## src/rtl/ct_cp0_rst_inv_ctrl.sv

```systemverilog
// CP0 reset-time cache invalidate walker and reset-vector-base latch for the IFU.
// Define CT_CP0_RST_DINV_EN to follow the I-cache walk with a D-cache walk before done.
module ct_cp0_rst_inv_ctrl #(
  parameter int unsigned ICACHE_IDX_W = 8,
  parameter int unsigned DCACHE_IDX_W = 8
) (
  input  logic                    forever_cpuclk,
  input  logic                    cpurst_b,
  input  logic                    ifu_cp0_rst_inv_req,
  input  logic                    ifu_cp0_rst_mrvbr_req,
  input  logic [39:0]             pad_cpu_rvba,
  input  logic                    ifu_cp0_icache_inv_grnt,
  input  logic                    dcache_cp0_inv_grnt,
  output logic                    cp0_ifu_icache_inv_vld,
  output logic [ICACHE_IDX_W-1:0] cp0_ifu_icache_inv_idx,
  output logic                    cp0_dcache_inv_vld,
  output logic [DCACHE_IDX_W-1:0] cp0_dcache_inv_idx,
  output logic                    cp0_ifu_rst_inv_done,
  output logic [39:0]             cp0_ifu_rvbr,
  output logic                    cp0_yy_rst_inv_busy
);

  localparam logic [3:0] IDLE = 4'b0001;
  localparam logic [3:0] IINV = 4'b0010;
`ifdef CT_CP0_RST_DINV_EN
  localparam logic [3:0] DINV = 4'b0100;
`endif
  localparam logic [3:0] DONE = 4'b1000;

  logic [3:0]              r_state;
  logic [3:0]              w_state_nxt;
  logic [ICACHE_IDX_W-1:0] r_icnt;
  logic [ICACHE_IDX_W-1:0] w_icnt_nxt;
  logic                    w_ilast;
  logic [39:0]             r_rvbr;
  logic [1:0]              w_unused_rvba_lsb;

  assign w_ilast           = (r_icnt == '1);
  assign w_unused_rvba_lsb = pad_cpu_rvba[1:0];

`ifdef CT_CP0_RST_DINV_EN
  logic [DCACHE_IDX_W-1:0] r_dcnt;
  logic [DCACHE_IDX_W-1:0] w_dcnt_nxt;
  logic                    w_dlast;

  assign w_dlast = (r_dcnt == '1);
`else
  logic w_unused_dgrnt;

  assign w_unused_dgrnt = dcache_cp0_inv_grnt;
`endif

  // A request in any state restarts the walk from index 0.
  always_comb begin
    w_state_nxt = r_state;
    w_icnt_nxt  = r_icnt;
`ifdef CT_CP0_RST_DINV_EN
    w_dcnt_nxt  = r_dcnt;
`endif
    if (ifu_cp0_rst_inv_req) begin
      w_state_nxt = IINV;
      w_icnt_nxt  = '0;
`ifdef CT_CP0_RST_DINV_EN
      w_dcnt_nxt  = '0;
`endif
    end else begin
      unique case (r_state)
        IDLE: w_state_nxt = IDLE;
        IINV: begin
          if (ifu_cp0_icache_inv_grnt) begin
            w_icnt_nxt = r_icnt + ICACHE_IDX_W'(1);
            if (w_ilast) begin
`ifdef CT_CP0_RST_DINV_EN
              w_state_nxt = DINV;
`else
              w_state_nxt = DONE;
`endif
            end
          end
        end
`ifdef CT_CP0_RST_DINV_EN
        DINV: begin
          if (dcache_cp0_inv_grnt) begin
            w_dcnt_nxt = r_dcnt + DCACHE_IDX_W'(1);
            if (w_dlast) begin
              w_state_nxt = DONE;
            end
          end
        end
`endif
        DONE:    w_state_nxt = IDLE;
        default: w_state_nxt = IDLE;
      endcase
    end
  end

  always_ff @(posedge forever_cpuclk or negedge cpurst_b) begin
    if (!cpurst_b) begin
      r_state <= IDLE;
      r_icnt  <= '0;
    end else begin
      r_state <= w_state_nxt;
      r_icnt  <= w_icnt_nxt;
    end
  end

`ifdef CT_CP0_RST_DINV_EN
  always_ff @(posedge forever_cpuclk or negedge cpurst_b) begin
    if (!cpurst_b) begin
      r_dcnt <= '0;
    end else begin
      r_dcnt <= w_dcnt_nxt;
    end
  end
`endif

  always_ff @(posedge forever_cpuclk or negedge cpurst_b) begin
    if (!cpurst_b) begin
      r_rvbr <= 40'h0;
    end else if (ifu_cp0_rst_mrvbr_req) begin
      r_rvbr <= {pad_cpu_rvba[39:2], 2'b00};
    end
  end

  assign cp0_ifu_icache_inv_vld = r_state[1];
  assign cp0_ifu_icache_inv_idx = r_icnt;
`ifdef CT_CP0_RST_DINV_EN
  assign cp0_dcache_inv_vld     = r_state[2];
  assign cp0_dcache_inv_idx     = r_dcnt;
`else
  assign cp0_dcache_inv_vld     = 1'b0;
  assign cp0_dcache_inv_idx     = '0;
`endif
  // A request landing in DONE restarts the walk, so that completion must not be reported.
  assign cp0_ifu_rst_inv_done   = r_state[3] & ~ifu_cp0_rst_inv_req;
  assign cp0_ifu_rvbr           = r_rvbr;
  assign cp0_yy_rst_inv_busy    = ~r_state[0];

endmodule
```

## config.mk

```make
export PLATFORM = sky130hd
export DESIGN_NAME = ct_cp0_rst_inv_ctrl
export DESIGN_NICKNAME = d
export VERILOG_FILES = /design/src/rtl/ct_cp0_rst_inv_ctrl.sv
export SDC_FILE = /design/constraint.sdc
export NUM_CORES = 1
export LEC_CHECK = 0
export ABC_AREA = 1
export CAP_MARGIN = 30
export CORE_MARGIN = 2
export CORE_UTILIZATION = 55
export CTS_CLUSTER_DIAMETER = 60
export DETAILED_ROUTE_END_ITERATION = 6
export DONT_BUFFER_PORTS = 1
export GPL_ROUTABILITY_DRIVEN = 0
export PLACE_DENSITY = 0.7
export SLEW_MARGIN = 15
export SYNTH_ARGS = -nofsm -noshare
export SYNTH_HDL_FRONTEND = slang
export SYNTH_SLANG_ARGS = --single-unit
```

## constraint.sdc

```tcl
create_clock -name forever_cpuclk -period 1.1 [get_ports forever_cpuclk]
set_input_delay 0.11 -clock forever_cpuclk [delete_from_list [all_inputs] [get_ports forever_cpuclk]]
set_output_delay 0.11 -clock forever_cpuclk [all_outputs]
set_load 0.05 [all_outputs]
```

Yosys cells after proc, flatten, opt, wreduce, memory -nomap -nowiden:

Cells that the tools add are included.

* register bits: 50
* output and inout port bits: 60
* logic and storage cells: 22

* bitwise logic cells: 3
* add/sub/neg operators: 1
* multiplexer cells: 7
* equal/unequal tests: 4
* reductions and logical operators: 4

Operators with widths (number)
* 2-to-1 mux 8 bit: 3
* 2-to-1 mux 4 bit: 4
* adder 8 x 1 -> 8 bit (second input constant): 1
* == test 8 bit (second input constant): 1
* != test 3 bit (second input constant): 2
* == test 4 x 2 -> 1 bit (second input constant): 1
* AND reduction 2 bit: 2
* nonzero test 2 bit: 2
* inverter 1 bit: 2
* AND 1 bit: 1

Depth between registers and ports, before layout:

Gate-level depths: netlist (run 1).

* depth after elaboration: 5
* mapped depth: 7
* depth with buffers taken out: 7

Worst setup path before layout (run 1):

No wires, ideal clock.

* path kind: register to register
* start point: register r_icnt[1] (netlist: cp0_ifu_icache_inv_idx[1])
* end point: register r_icnt[4] (netlist: cp0_ifu_icache_inv_idx[4])
* clock period less this slack: 1.389 ns
* path buffers: 0
* data arrival time: 1.262 ns
* path slack: -0.289 ns
* stages on the path, launching flop included: 5
* path through: dfrtp_1 -> ha_1 -> nand4_1 -> nand4_1 -> o21ai_0

* word-level cells in the longest chain between the ends: 4

Ends and longest elaborated chain
* start, declared: RTL line 32 `logic [ICACHE_IDX_W-1:0] r_icnt;`
* start signal, assigned: RTL line 103 `r_icnt <= w_icnt_nxt;`
* adder 8 x 1 -> 8 bit: RTL line 71 `w_icnt_nxt = r_icnt + ICACHE_IDX_W'(1);`
* 2-to-1 mux 8 bit: RTL line 70 `if (ifu_cp0_icache_inv_grnt) begin`
* 2-to-1 mux 8 bit: RTL line 67 `unique case (r_state)`
* 2-to-1 mux 8 bit: RTL line 60 `if (ifu_cp0_rst_inv_req) begin`

Every way passes these cells. The select of a mux whose other input is x is not followed.
A chain may end at the register's enable or synchronous reset.

Worst setup path in the final report (run 1):

* start point: register r_state[0]
* end point: register r_icnt[5] (netlist: cp0_ifu_icache_inv_idx[5])

* word-level cells in the longest chain between the ends: 3

Ends and longest elaborated chain
* start, declared: RTL line 30 `logic [3:0] r_state;`
* start signal, assigned: RTL line 102 `r_state <= w_state_nxt;`
* == test 4 x 2 -> 1 bit: RTL line 67
* nonzero test 2 bit (no source line)
* AND reduction 2 bit (no source line)

Every way passes these cells.

==> results of run 1 <==
area by class of cell:
| cell class | count | area [um^2] | share of cell area (%) |
|---|---|---|---|
| Sequential cell | 49 | 1240 | 39.5 |
| Multi-Input combinational cell | 105 | 880 | 28.1 |
| Timing Repair Buffer | 95 | 826 | 26.3 |
| Clock buffer | 7 | 86.3 | 2.75 |
| Tap cell | 50 | 62.6 | 2.00 |
| Inverter | 11 | 43.8 | 1.40 |
where the power goes:
| group | internal [uW] | switching (uW) | total [uW] |
|---|---|---|---|
| combinational | 474 | 779 | 1250 |
| clock | 499 | 523 | 1020 |
| sequential | 1950 | 105 | 2050 |
worst max-delay path: stages (launching register included):
cell and delay, ns:
sky130_fd_sc_hd__dfstp_2 0.55, sky130_fd_sc_hd__inv_4 0.04, sky130_fd_sc_hd__nand3_4 0.08, sky130_fd_sc_hd__nor2_8 0.06, sky130_fd_sc_hd__nor2_4 0.12, sky130_fd_sc_hd__buf_4 0.13, sky130_fd_sc_hd__nand2_1 0.04, sky130_fd_sc_hd__nand2_1 0.07
cells in the mapped netlist:
master                      n
sky130_fd_sc_hd__dfrtp_1   48
sky130_fd_sc_hd__nand2_1   23
sky130_fd_sc_hd__mux2_4    20
sky130_fd_sc_hd__mux2_2    18
sky130_fd_sc_hd__buf_4     12
sky130_fd_sc_hd__inv_1      8
sky130_fd_sc_hd__nor2_1     8
sky130_fd_sc_hd__nand3_1    7
sky130_fd_sc_hd__nand4_1    6
sky130_fd_sc_hd__buf_6      3
sky130_fd_sc_hd__inv_2      3
sky130_fd_sc_hd__nand2_2    2
sky130_fd_sc_hd__o21ai_0    2
sky130_fd_sc_hd__buf_2      1
sky130_fd_sc_hd__conb_1     1
sky130_fd_sc_hd__dfstp_2    1
sky130_fd_sc_hd__ha_1       1
sky130_fd_sc_hd__nand3_4    1
sky130_fd_sc_hd__nor2_2     1
sky130_fd_sc_hd__nor2_4     1
sky130_fd_sc_hd__nor2_8     1
sky130_fd_sc_hd__nor3_1     1
sky130_fd_sc_hd__o21bai_1   1
sky130_fd_sc_hd__xor2_1     1
routing by layer:
layer	vias to the layer above	track usage (%)
met3	10	6.17
met2	79	46.0
met4	0	7.91
met5	-	0
met1	787	25.5
li1	732	-
final timing paths:
path | to | slack (ns) | depth (start not counted)
max in group asynchronous | r_state[0]$_DFFE_PN1P_ | 1.41 | 0
hold reg to reg | cp0_ifu_rvbr[29]$_DFFE_PN0P_ | 0.52 | 1
setup reg to reg | cp0_ifu_icache_inv_idx[5]$_DFFE_PN0P_ | -0.04 | 7
hold / removal | cp0_ifu_rvbr[16]$_DFFE_PN0P_ | -0.50 | 0
setup / recovery | cp0_ifu_icache_inv_idx[5]$_DFFE_PN0P_ | -0.04 | 7
min in group forever_cpuclk | cp0_ifu_rvbr[34]$_DFFE_PN0P_ | -0.03 | 1
stage by stage:
| step | cell area [um^2] | TNS, ns |
|---|---|---|
| 2_1_floorplan | 2290 | -0.331 |
| 3_3_place_gp | 2600 | -0.0395 |
| 3_5_place_dp | 2600 | -0.203 |
| 4_1_cts | 3120 | -0.361 |
| 5_1_grt | 3140 | -0.607 |
| 6_report | 3140 | -0.193 |
state kept, by name, summed over array words and instances, names as in the netlist:
name and count:
cp0_ifu_icache_inv_idx 8, cp0_ifu_rvbr 38, r_state 3
kinds of logic (layout without fill, tap and decap cells):
family	after synthesis	count (layout)	share of synthesized area (%)
flops	49	49	55.7
mux	38	38	22.8
compound gates	3	3	0.795
xor+xnor	1	1	0.397
simple gates	51	51	11.9
buf+inv	27	113	7.72
fa+ha+maj	1	1	0.567
other cells	1	11	0.170
timing repair:
action,CTS,global route
setup buffers,5,0
pin swaps,1,2
gates cloned,0,0
resized for setup,4,4
endpoints found under the setup margin,6,11
hold endpoints to repair,91,87
==> results by stage, run 1 <==
Power:
- The leakage power summed over all cells is 0.00151 uW.
- The power per standard cell area is 1380 nW/um^2.
- IR analysis of the VDD net gives a maximum drop of 1250 uV.
- Summing internal, switching and leakage power gives 4330 uW.

Global routing:
- For this run, the total global-route usage over all layers was measured as 24.1%.
- The first global-routing pass estimated 7950 um of wire.
- Entering global routing, the biggest net connects 50 pins.
- After global routing the overflow that remains totals 0.
- The initial antenna violation count is 0.
- The number of global-route vias before repair was 1737.

Placement:
- The count of buffers added on input and output ports is 0.
- The pre-CTS worst setup slack is -0.105 ns.
- After detailed placement, the design holds a cell count of 266.
- The placed wire-length estimate is 3190 um.

Worst setup path:
- The kind of end point of the critical path is a flop.
- The worst register-to-register path begins at r_state[0]$_DFFE_PN1P_.
- The critical path startpoint is r_state[0]$_DFFE_PN1P_.
- The endpoint arrival time on the critical path is 1.36 ns.
- The worst setup path is launched from a flop.
- The worst setup path category is flop to flop.
- The maximum fanout count along the critical path is 7.
- The worst path required time is 1.33 ns.

Timing:
- The number of hold violations in the final report is 82.
- The slack of the critical path is -0.0355 ns.
- Setup repair after global routing could not meet its margin everywhere.
- The final critical-path share of the clock period is 103%.
- The number of max-slew violations in the final report came to 0.
- Setup violations remaining at the end of the flow were counted as 8.
- The maximum operating frequency is 0.881 GHz.
- The final hold slack is -0.495 ns.
- The clock arrives with 0.00487 ns of skew.
- After layout, the minimum clock period comes to 1.14 ns.

Routing:
- The final wirelength is 5170 um.
- The iteration count of the initial detailed-routing pass is 4.
- The post-route antenna net violation count is 0.
- The count of vias placed by the detailed router is 1608.
- The wire length on met1 is 1860 um.
- After detailed routing, no signal wire sits above met4.
- The per-cell routed wire length is 16.3 um.
- The first-iteration detailed-routing DRC count is 71.
- The routed length on met3 is 356 um.
- After detailed routing, the number of remaining DRC violations is 0.
- The detailed-route vias per instance is 5.07.
- The met2 layer wire length in the routed design is 2890 um.

Floorplan:
- After floorplanning, the core was sized to cover 3910 um^2.
- During I/O placement, the number of pins put on the boundary was 106.
- The initialized floorplan defines 23 standard-cell rows.
- The starting density of the core is 56.3%.
- The die is 67.3 um wide.
- The die covers 4530 um^2.
- The height of the die is 67.3 um.

Final layout:
- The share of layout cells above drive strength 1 is 46.4%.
- From synthesis to final layout, the design area changed by 42.2%.
- The most common library cell in the layout ignoring fill and taps is sky130_fd_sc_hd__buf_4.
- The layout has 238 filler cells.
- The final standard cell utilization of the core is 80.1%.
- Once layout is complete, the cells apart from fillers number 317.
- The number of nets in the layout is 314.
- In the layout the commonest cells are 52 x sky130_fd_sc_hd__buf_4, 40 x sky130_fd_sc_hd__dfrtp_1, 39 x sky130_fd_sc_hd__dlygate4sd3_1, 21 x sky130_fd_sc_hd__nand2_1, 20 x sky130_fd_sc_hd__mux2_4.
- The number of antenna diodes in the final layout is 0.

Run status:
- The final reports fail on hold timing, setup timing.
- The run finished, with violations left.

Clocking:
- Clock-pin slew was measured on the worst setup and hold paths at 0.08 ns.
- The clock insertion delay at the later pin of the skew report is 0.29 ns.
- The number of buffers created by CTS is 5.
- The number of hold buffers added after CTS is 39.
- Counting along the longest clock path gives a buffer depth of 2.
- The TritonCTS clock tree is yes.
- The H-tree level count is 2.
- Clock tree synthesis found a total of 49 sinks.
- The CTS root buffer is sky130_fd_sc_hd__clkbuf_8.

Synthesis:
- The share of the yosys chip area belonging to registers is 55.7%.
- After synthesis, the mean cell area works out to 12.9 um^2.
- The largest total area in the synthesized netlist belongs to sky130_fd_sc_hd__dfrtp_1.
- The number of cells produced by synthesis is 171.
- The post-synthesis cell area is 2200 um^2.
- By area the synthesized netlist is led by sky130_fd_sc_hd__dfrtp_1 54%, sky130_fd_sc_hd__mux2_4 14%, sky130_fd_sc_hd__mux2_2 9.2%.
- The number of synthesis warnings is 0.
- The flop and latch count out of synthesis is 49.
- The share of Yosys cell area claimed by the top area cell type is 54.5%.
- The number of different library cells used by synthesis comes to 24.

Hold path:
- The path class of the tightest hold or removal check is primary input to async pin.

Job:
- The number of max-cap violations is 0.
Note: power is estimated with default switching activity, not from simulation.
==> run 2, diff against run 1 <==
--- a/config.mk
+++ b/config.mk
@@ -6,7 +6,7 @@
 export NUM_CORES = 1
 export LEC_CHECK = 0
 export ABC_AREA = 1
-export CAP_MARGIN = 30
+export CAP_MARGIN = 20
 export CORE_MARGIN = 2
 export CORE_UTILIZATION = 55
 export CTS_CLUSTER_DIAMETER = 60
@@ -14,6 +14,7 @@
 export DONT_BUFFER_PORTS = 1
 export GPL_ROUTABILITY_DRIVEN = 0
 export PLACE_DENSITY = 0.7
+export REMOVE_ABC_BUFFERS = 1
 export SLEW_MARGIN = 15
 export SYNTH_ARGS = -nofsm -noshare
 export SYNTH_HDL_FRONTEND = slang
==> run 2 against run 1 <==
Net effect: the run still ends with hold timing, setup timing left; register-to-register slack about the same; final area increased by 0.28%; via count fell by 0.31%; total power is 0.39% lower; die area did not move; largest power group unchanged.
==> results by stage, run 2 (same netlist as run 1, synthesis figures left out) <==
Run status:
- The run finished, with violations left.
- The final reports fail on hold timing, setup timing.

Placement:
- Detailed placement ended at an HPWL of 3190 um.
- Including well taps, the total number of placed cells is 267.
- After detailed placement, the total cell area comes to 2580 um^2.
- The number of I/O port buffers is 0.

Worst setup path:
- The count of cell instances traversed by the critical path is 6.
- The largest stage delay on the critical path is 0.38 ns.
- Setup slack on the worst reg-to-reg path comes out at -0.04 ns.
- The depth of the worst register-to-register path is 6.
- In this run the critical register-to-register path is captured at cp0_ifu_icache_inv_idx[4]$_DFFE_PN0P_.
- The source of the worst register-to-register timing path is r_state[3]$_DFFE_PN0P_.
- Together, buffers and inverters on the worst path number 2.
- The critical path's top delay family is flip-flops.
- STA classifies the critical path endpoint as a flop.
- The slowest stage of the critical path is the sky130_fd_sc_hd__dfrtp_1 cell.
- The worst setup path category is flop to flop.
- The end point of the critical path is cp0_ifu_icache_inv_idx[4]$_DFFE_PN0P_.
- The worst path required time is 1.31 ns.
- The maximum fanout count along the critical path is 5.
- The critical path startpoint is r_state[3]$_DFFE_PN0P_.
- The startpoint type of the worst setup path is a flop.
- The critical path goes through inv_2 -> nand3_4 -> nor2_8 -> buf_12 -> nand4_1 -> o21ai_2.
- For the worst setup path, the data arrival time is 1.35 ns.

Clocking:
- The number of buffers created by CTS is 5.
- The clock transition at the registers of the reported paths is 0.09 ns.
- After clock tree synthesis, the flow added hold-fix buffers numbering 39.
- The clock insertion delay at the later pin of the skew report is 0.29 ns.
- TritonCTS built the clock tree.
- The H-tree was split into 2 levels.
- The number of clock sinks seen by CTS is 49.
- The clock tree buffer depth is 2.
- The CTS root buffer is sky130_fd_sc_hd__clkbuf_8.

Floorplan:
- During I/O placement, the number of pins put on the boundary was 106.
- The overall die area is 4530 um^2.
- Row generation in the floorplan step produced 23 rows.
- The floorplan step set the die width to 67.3 um.
- The area inside the core boundary is 3910 um^2.
- The initial utilization of the core area, before any placement, comes to 56.3%.
- The die is 67.3 um tall.

Hold path:
- The kind of path behind the tightest hold check is primary input to async pin.

Global routing:
- The number of global-route vias before repair is 1607.
- The first global-routing pass estimated 8080 um of wire.
- For this run, global-route usage on met1 was measured as 27.6%.
- The global routing stage identified its most utilized layer as met2.
- The global routing met2 resource utilization is 44.7%.
- The initial antenna violation count is 0.
- The met3 usage is 5.00%.
- The pin count of the biggest net entering global routing is 50.
- Global routing used 24.4% of the available tracks across all layers.
- The total grt overflow is 0.

Routing:
- For this run, design rule violations remaining after detail routing come to 0.
- After detailed routing, the total wire length is 5130 um.
- The post-route antenna net violation count is 0.
- The first-iteration detailed-routing DRC count is 104.
- Using the TritonRoute via totals, the vias-per-cell ratio works out to 5.01.
- The per-cell routed wire length is 16.0 um.
- Before antenna repair, the detailed router went through 4 iterations.
- The count of vias placed by the detailed router is 1603.

Job:
- The number of max-cap violations is 0.

Timing:
- Setup violations remaining at the end of the flow were counted as 8.
- The final hold slack is -0.499 ns.
- Setup repair after global routing could not meet its margin everywhere.
- On the final layout, the worst clock skew is 0.00156 ns.
- The final critical-path share of the clock period is 103%.
- The slack of the critical path is -0.0355 ns.
- The number of max-slew violations in the final report is 0.
- For this run, the top clock speed supported by timing is 0.881 GHz.
- The number of hold violations in the final report is 76.
- Adding up every negative setup slack in the final design gives -0.174 ns.
- Counting I/O delays and the setup requirement, the final critical path takes 1.14 ns.

Final layout:
- The area growth from synthesis to layout is 42.6%.
- The post-route netlist has 45.9% of its cells at a drive strength greater than 1.
- The number of fillers in the final layout is 244.
- In the final layout, flip-flops and latches occupy 1230 um^2.
- After the last flow step, the layout net total stands at 316.
- After routing the design area is 3140 um^2.
- Leaving out fill and tap cells, the most frequent cells in the layout are 54 x sky130_fd_sc_hd__buf_4, 44 x sky130_fd_sc_hd__dfrtp_1, 39 x sky130_fd_sc_hd__dlygate4sd3_1, 21 x sky130_fd_sc_hd__nand2_1, 20 x sky130_fd_sc_hd__mux2_4.
- The most common library cell in the layout ignoring fill and taps is sky130_fd_sc_hd__buf_4.
- The repair_antennas step left the layout with diodes totalling 0.
- The register with the most flip-flops in the layout has 38 of them.
- The area of the multi-input gates is 871 um^2.
- For this run, the number of standard cells in the final layout without fillers is 320.

Power:
- Summed over all cells, the static leakage comes to 0.00151 uW.
- The worst-case IR drop observed on VDD is 1140 uV.
- The total power consumption of the routed design is 4310 uW.
- The power per standard cell area is 1370 nW/um^2.
run 2: cell types whose count changed in the layout (fill, tap and decap cells not counted), moves of 2 or more:
cell	change
sky130_fd_sc_hd__dfrtp_1	+4
sky130_fd_sc_hd__inv_2	+2
sky130_fd_sc_hd__dfrtp_2	-4
sky130_fd_sc_hd__clkinvlp_4	+2
sky130_fd_sc_hd__buf_4	+2
run 2: report_power, final:
part	switching, uW	internal (uW)
registers	96.8	1950
logic	776	475
clock network	567	448
run 2: worst reg2reg max path: cells and delay by family (launching register included):
family                 cells  cell delay (ns)
flip-flops                 1             0.38
AO/OA/AOI/OAI              1             0.10
AND/OR/NAND/NOR            3             0.38
buffers and inverters      2             0.21
run 2: through the flow:
step	util [%]	worst slack, ns
detailed placement	65.9	-0.104
global placement	65.9	-0.00300
floorplan	-	-0.289
finish	80.3	-0.0355
CTS	78.8	-0.0449
global route	80.3	-0.0991
run 2: worst min-delay path by stage:
stage | start | endpoint | slack [ns] | cells past startpoint
floorplan | cpurst_b | cp0_ifu_icache_inv_idx[0]$_DFFE_PN0P_ | -0.19 | 0
global placement | cpurst_b | cp0_ifu_rvbr[8]$_DFFE_PN0P_ | -0.18 | 0
detailed placement | cpurst_b | cp0_ifu_rvbr[39]$_DFFE_PN0P_ | -0.18 | 0
CTS | cpurst_b | cp0_ifu_rvbr[25]$_DFFE_PN0P_ | -0.51 | 0
global route | cpurst_b | cp0_ifu_rvbr[37]$_DFFE_PN0P_ | -0.52 | 0
finish | cpurst_b | cp0_ifu_rvbr[18]$_DFFE_PN0P_ | -0.50 | 0
run 2: layout make-up:
class | count | share of cell area [%]
multi-input combinational | 105 | 27.7
timing repair buffer | 97 | 27.0
inverter | 11 | 1.31
tap | 50 | 1.99
clock buffer | 6 | 2.31
clock inverter | 2 | 0.478
sequential | 49 | 39.2
run 2: repair_timing:
item / in CTS / in global routing
endpoints found under the setup margin: 7 / 15
gates resized for setup: 7 / 10
gates cloned: 0 / 0
pin swaps: 1 / 3
endpoints found under the hold margin: 88 / 87
buffers inserted: 2 / 4
run 2: routing by layer:
layer | wire [um] | part of all wire [%]
met1 | 1910 | 37
met2 | 2810 | 55
met3 | 305 | 5.9
met4 | 106 | 2.1
met5 | 0 | 0
==> run 3, diff against run 2 <==
--- a/config.mk
+++ b/config.mk
@@ -7,8 +7,10 @@
 export LEC_CHECK = 0
 export ABC_AREA = 1
 export CAP_MARGIN = 20
+export CELL_PAD_IN_SITES_DETAIL_PLACEMENT = 0
+export CELL_PAD_IN_SITES_GLOBAL_PLACEMENT = 1
 export CORE_MARGIN = 2
-export CORE_UTILIZATION = 55
+export CORE_UTILIZATION = 42
 export CTS_CLUSTER_DIAMETER = 60
 export DETAILED_ROUTE_END_ITERATION = 6
 export DONT_BUFFER_PORTS = 1
==> run 3 against run 2 <==
Net effect: the run still ends with hold timing, setup timing left; via count shrank 0.75%; die area increased by 29%; setup slack got worse by 0.087 ns; clock power rose by 9%; final area up 3.3%; largest cell class unchanged; critical endpoint is now cp0_yy_rst_inv_busy; routed wire length is 1.3% lower; clock-buffer cell count unchanged.
==> results by stage, run 3 (same netlist as run 1, synthesis figures left out) <==
Final layout:
- At the end of the flow, the number of nets in the layout was 319.
- The filler cells instantiated in the layout total 393.
- 0 antenna diodes ended up in the layout.
- In the final layout, the share of cells above drive strength 1 is 48.4%.
- The final standard cell utilization of the core is 64.0%.
- The library cell used most frequently in the layout, excluding fill and tap cells, is sky130_fd_sc_hd__buf_4.
- In the layout the commonest cells are 49 x sky130_fd_sc_hd__buf_4, 42 x sky130_fd_sc_hd__dfrtp_1, 40 x sky130_fd_sc_hd__dlygate4sd3_1, 20 x sky130_fd_sc_hd__mux2_4.
- The register with the most flip-flops in the layout has 38 of them.
- The post-synthesis to final-layout area growth is 47.3%.

Clocking:
- TritonCTS built the clock tree.
- The number of clock sinks seen by CTS is 49.
- The clock transition at the registers of the reported paths is 0.10 ns.
- The tree is rooted in a sky130_fd_sc_hd__clkbuf_8.
- TritonCTS created 5 clock buffers.
- Hold repair after CTS inserted 40 buffers.
- The clock insertion delay at the later pin of the skew report is 0.29 ns.
- The clock passes through at most 2 buffers.
- The H-tree level count is 2.

Worst setup path:
- The startpoint type of the worst setup path is a flop.
- The worst path required time is 0.99 ns.
- The critical path is of the flop to primary output type.
- The kind of end point of the critical path is a primary output.
- The endpoint arrival time on the critical path is 1.11 ns.
- In this run the worst path has a maximum fanout of 2.

Floorplan:
- The die span in x is 76.5 um.
- The floorplan has 26 rows.
- The total I/O pin count is 106.
- The die is 76.5 um tall.
- Once the floorplan was initialized, standard cells occupied 43.4% of the core.
- The die covers 5840 um^2.
- The area inside the core boundary is 5070 um^2.

Power:
- VDD sags by at most 801 uV.
- The leakage power summed over all cells is 0.00154 uW.
- The total power consumption of the routed design is 4420 uW.
- The power per standard cell area is 1360 nW/um^2.

Timing:
- Setup repair after global routing could not meet its margin everywhere.
- The smallest clock period supported by the final layout is computed as 1.22 ns.
- Dividing the final minimum period by the clock period gives 111%.
- The maximum operating frequency is 0.818 GHz.
- For the final routed database, the setup TNS stands at -0.431 ns.
- Setup violations remaining at the end of the flow were counted as 9.
- The number of hold violations in the final report was 80.
- The slack of the critical path is -0.123 ns.
- The final clock skew is 0.00476 ns.
- The final hold slack is -0.506 ns.
- The number of max-slew violations in the final report is 0.

Global routing:
- The initial antenna violation count is 0.
- The number of global-route vias before repair is 1699.
- Entering global routing, the biggest net connects 50 pins.
- The global-route wire length before repair is 8240 um.
- The global-route total usage across every layer is 17.7%.
- The total grt overflow is 0.

Routing:
- Using the TritonRoute via totals, the vias-per-cell ratio works out to 4.64.
- The final wirelength is 5060 um.
- In this run the remaining antenna-violating nets after routing total 0.
- For this block, the via count after detailed routing is 1591.
- The per-cell routed wire length is 14.8 um.
- The first detailed-routing pass took 4 iterations.
- After detailed routing, the number of remaining DRC violations is 0.
- The first routing iteration left 69 violations.

Placement:
- The number of I/O port buffers is 0.
- The pre-CTS worst setup slack is -0.0682 ns.
- The HPWL after detailed placement is 3420 um.

Hold path:
- The path class of the tightest hold or removal check is primary input to async pin.

Run status:
- The run finished, with violations left.
- The final reports fail on hold timing, setup timing.

Job:
- The number of max-cap violations is 0.
[run 3: repair_timing]
action | CTS | global route
setup endpoints to repair | 8 | 16
pin swaps | 2 | 5
buffers inserted | 7 | 0
endpoints found under the hold margin | 90 | 87
resized for setup | 18 | 15
[run 3: final cells by class]
type,count,area (um^2),area share (%)
multi-input combinational,105,881,27.1
clock inverter,2,16.3,0.501
clock buffer,6,82.6,2.54
timing repair buffer,100,903,27.8
sequential,49,1230,38.0
inverter,11,41.3,1.27
tap,70,87.6,2.70
[run 3: metrics by stage]
step | area [um^2] | cells
5_1_grt | 3250 | 343
4_1_cts | 3200 | 343
2_1_floorplan | 2110 | 165
3_5_place_dp | 2600 | 288
6_report | 3250 | 343
3_3_place_gp | 2600 | 288
[run 3: final timing paths]
path | from | to | slack, ns | depth (start not counted)
worst max register to register | r_state[0]$_DFFE_PN1P_ | cp0_ifu_icache_inv_idx[1]$_DFFE_PN0P_ | -0.06 | 7
worst min register to register | cp0_ifu_rvbr[10]$_DFFE_PN0P_ | cp0_ifu_rvbr[10]$_DFFE_PN0P_ | 0.52 | 1
worst max-delay path | r_state[0]$_DFFE_PN1P_ | cp0_yy_rst_inv_busy | -0.12 | 3
max in group asynchronous | cpurst_b | r_state[0]$_DFFE_PN1P_ | 1.41 | 0
worst min-delay path | cpurst_b | cp0_ifu_rvbr[16]$_DFFE_PN0P_ | -0.51 | 0
min in group forever_cpuclk | ifu_cp0_rst_mrvbr_req | cp0_ifu_rvbr[26]$_DFFE_PN0P_ | -0.03 | 1
[run 3: layer usage]
layer / part of all wire [%] / global-route usage [%] / vias up
met5: 0 / 0 / -
met4: 1.3 / 4.55 / 0
met3: 4.7 / 4.62 / 7
met2: 55 / 33.5 / 60
met1: 39 / 19.7 / 778
li1: - / - / 746
[run 3: where the power goes]
part	switching [uW]	total, uW	leakage [uW]	internal [uW]
Combinational	783	1270	0.000917	485
Sequential	93.9	2040	0.000578	1950
Clock	591	1110	0.0000478	518
[run 3: worst max-delay path, stage by stage (launching register included)]
cell                      delay, ns
sky130_fd_sc_hd__dfstp_2       0.53
sky130_fd_sc_hd__inv_2         0.05
sky130_fd_sc_hd__buf_6         0.11
sky130_fd_sc_hd__buf_8         0.14
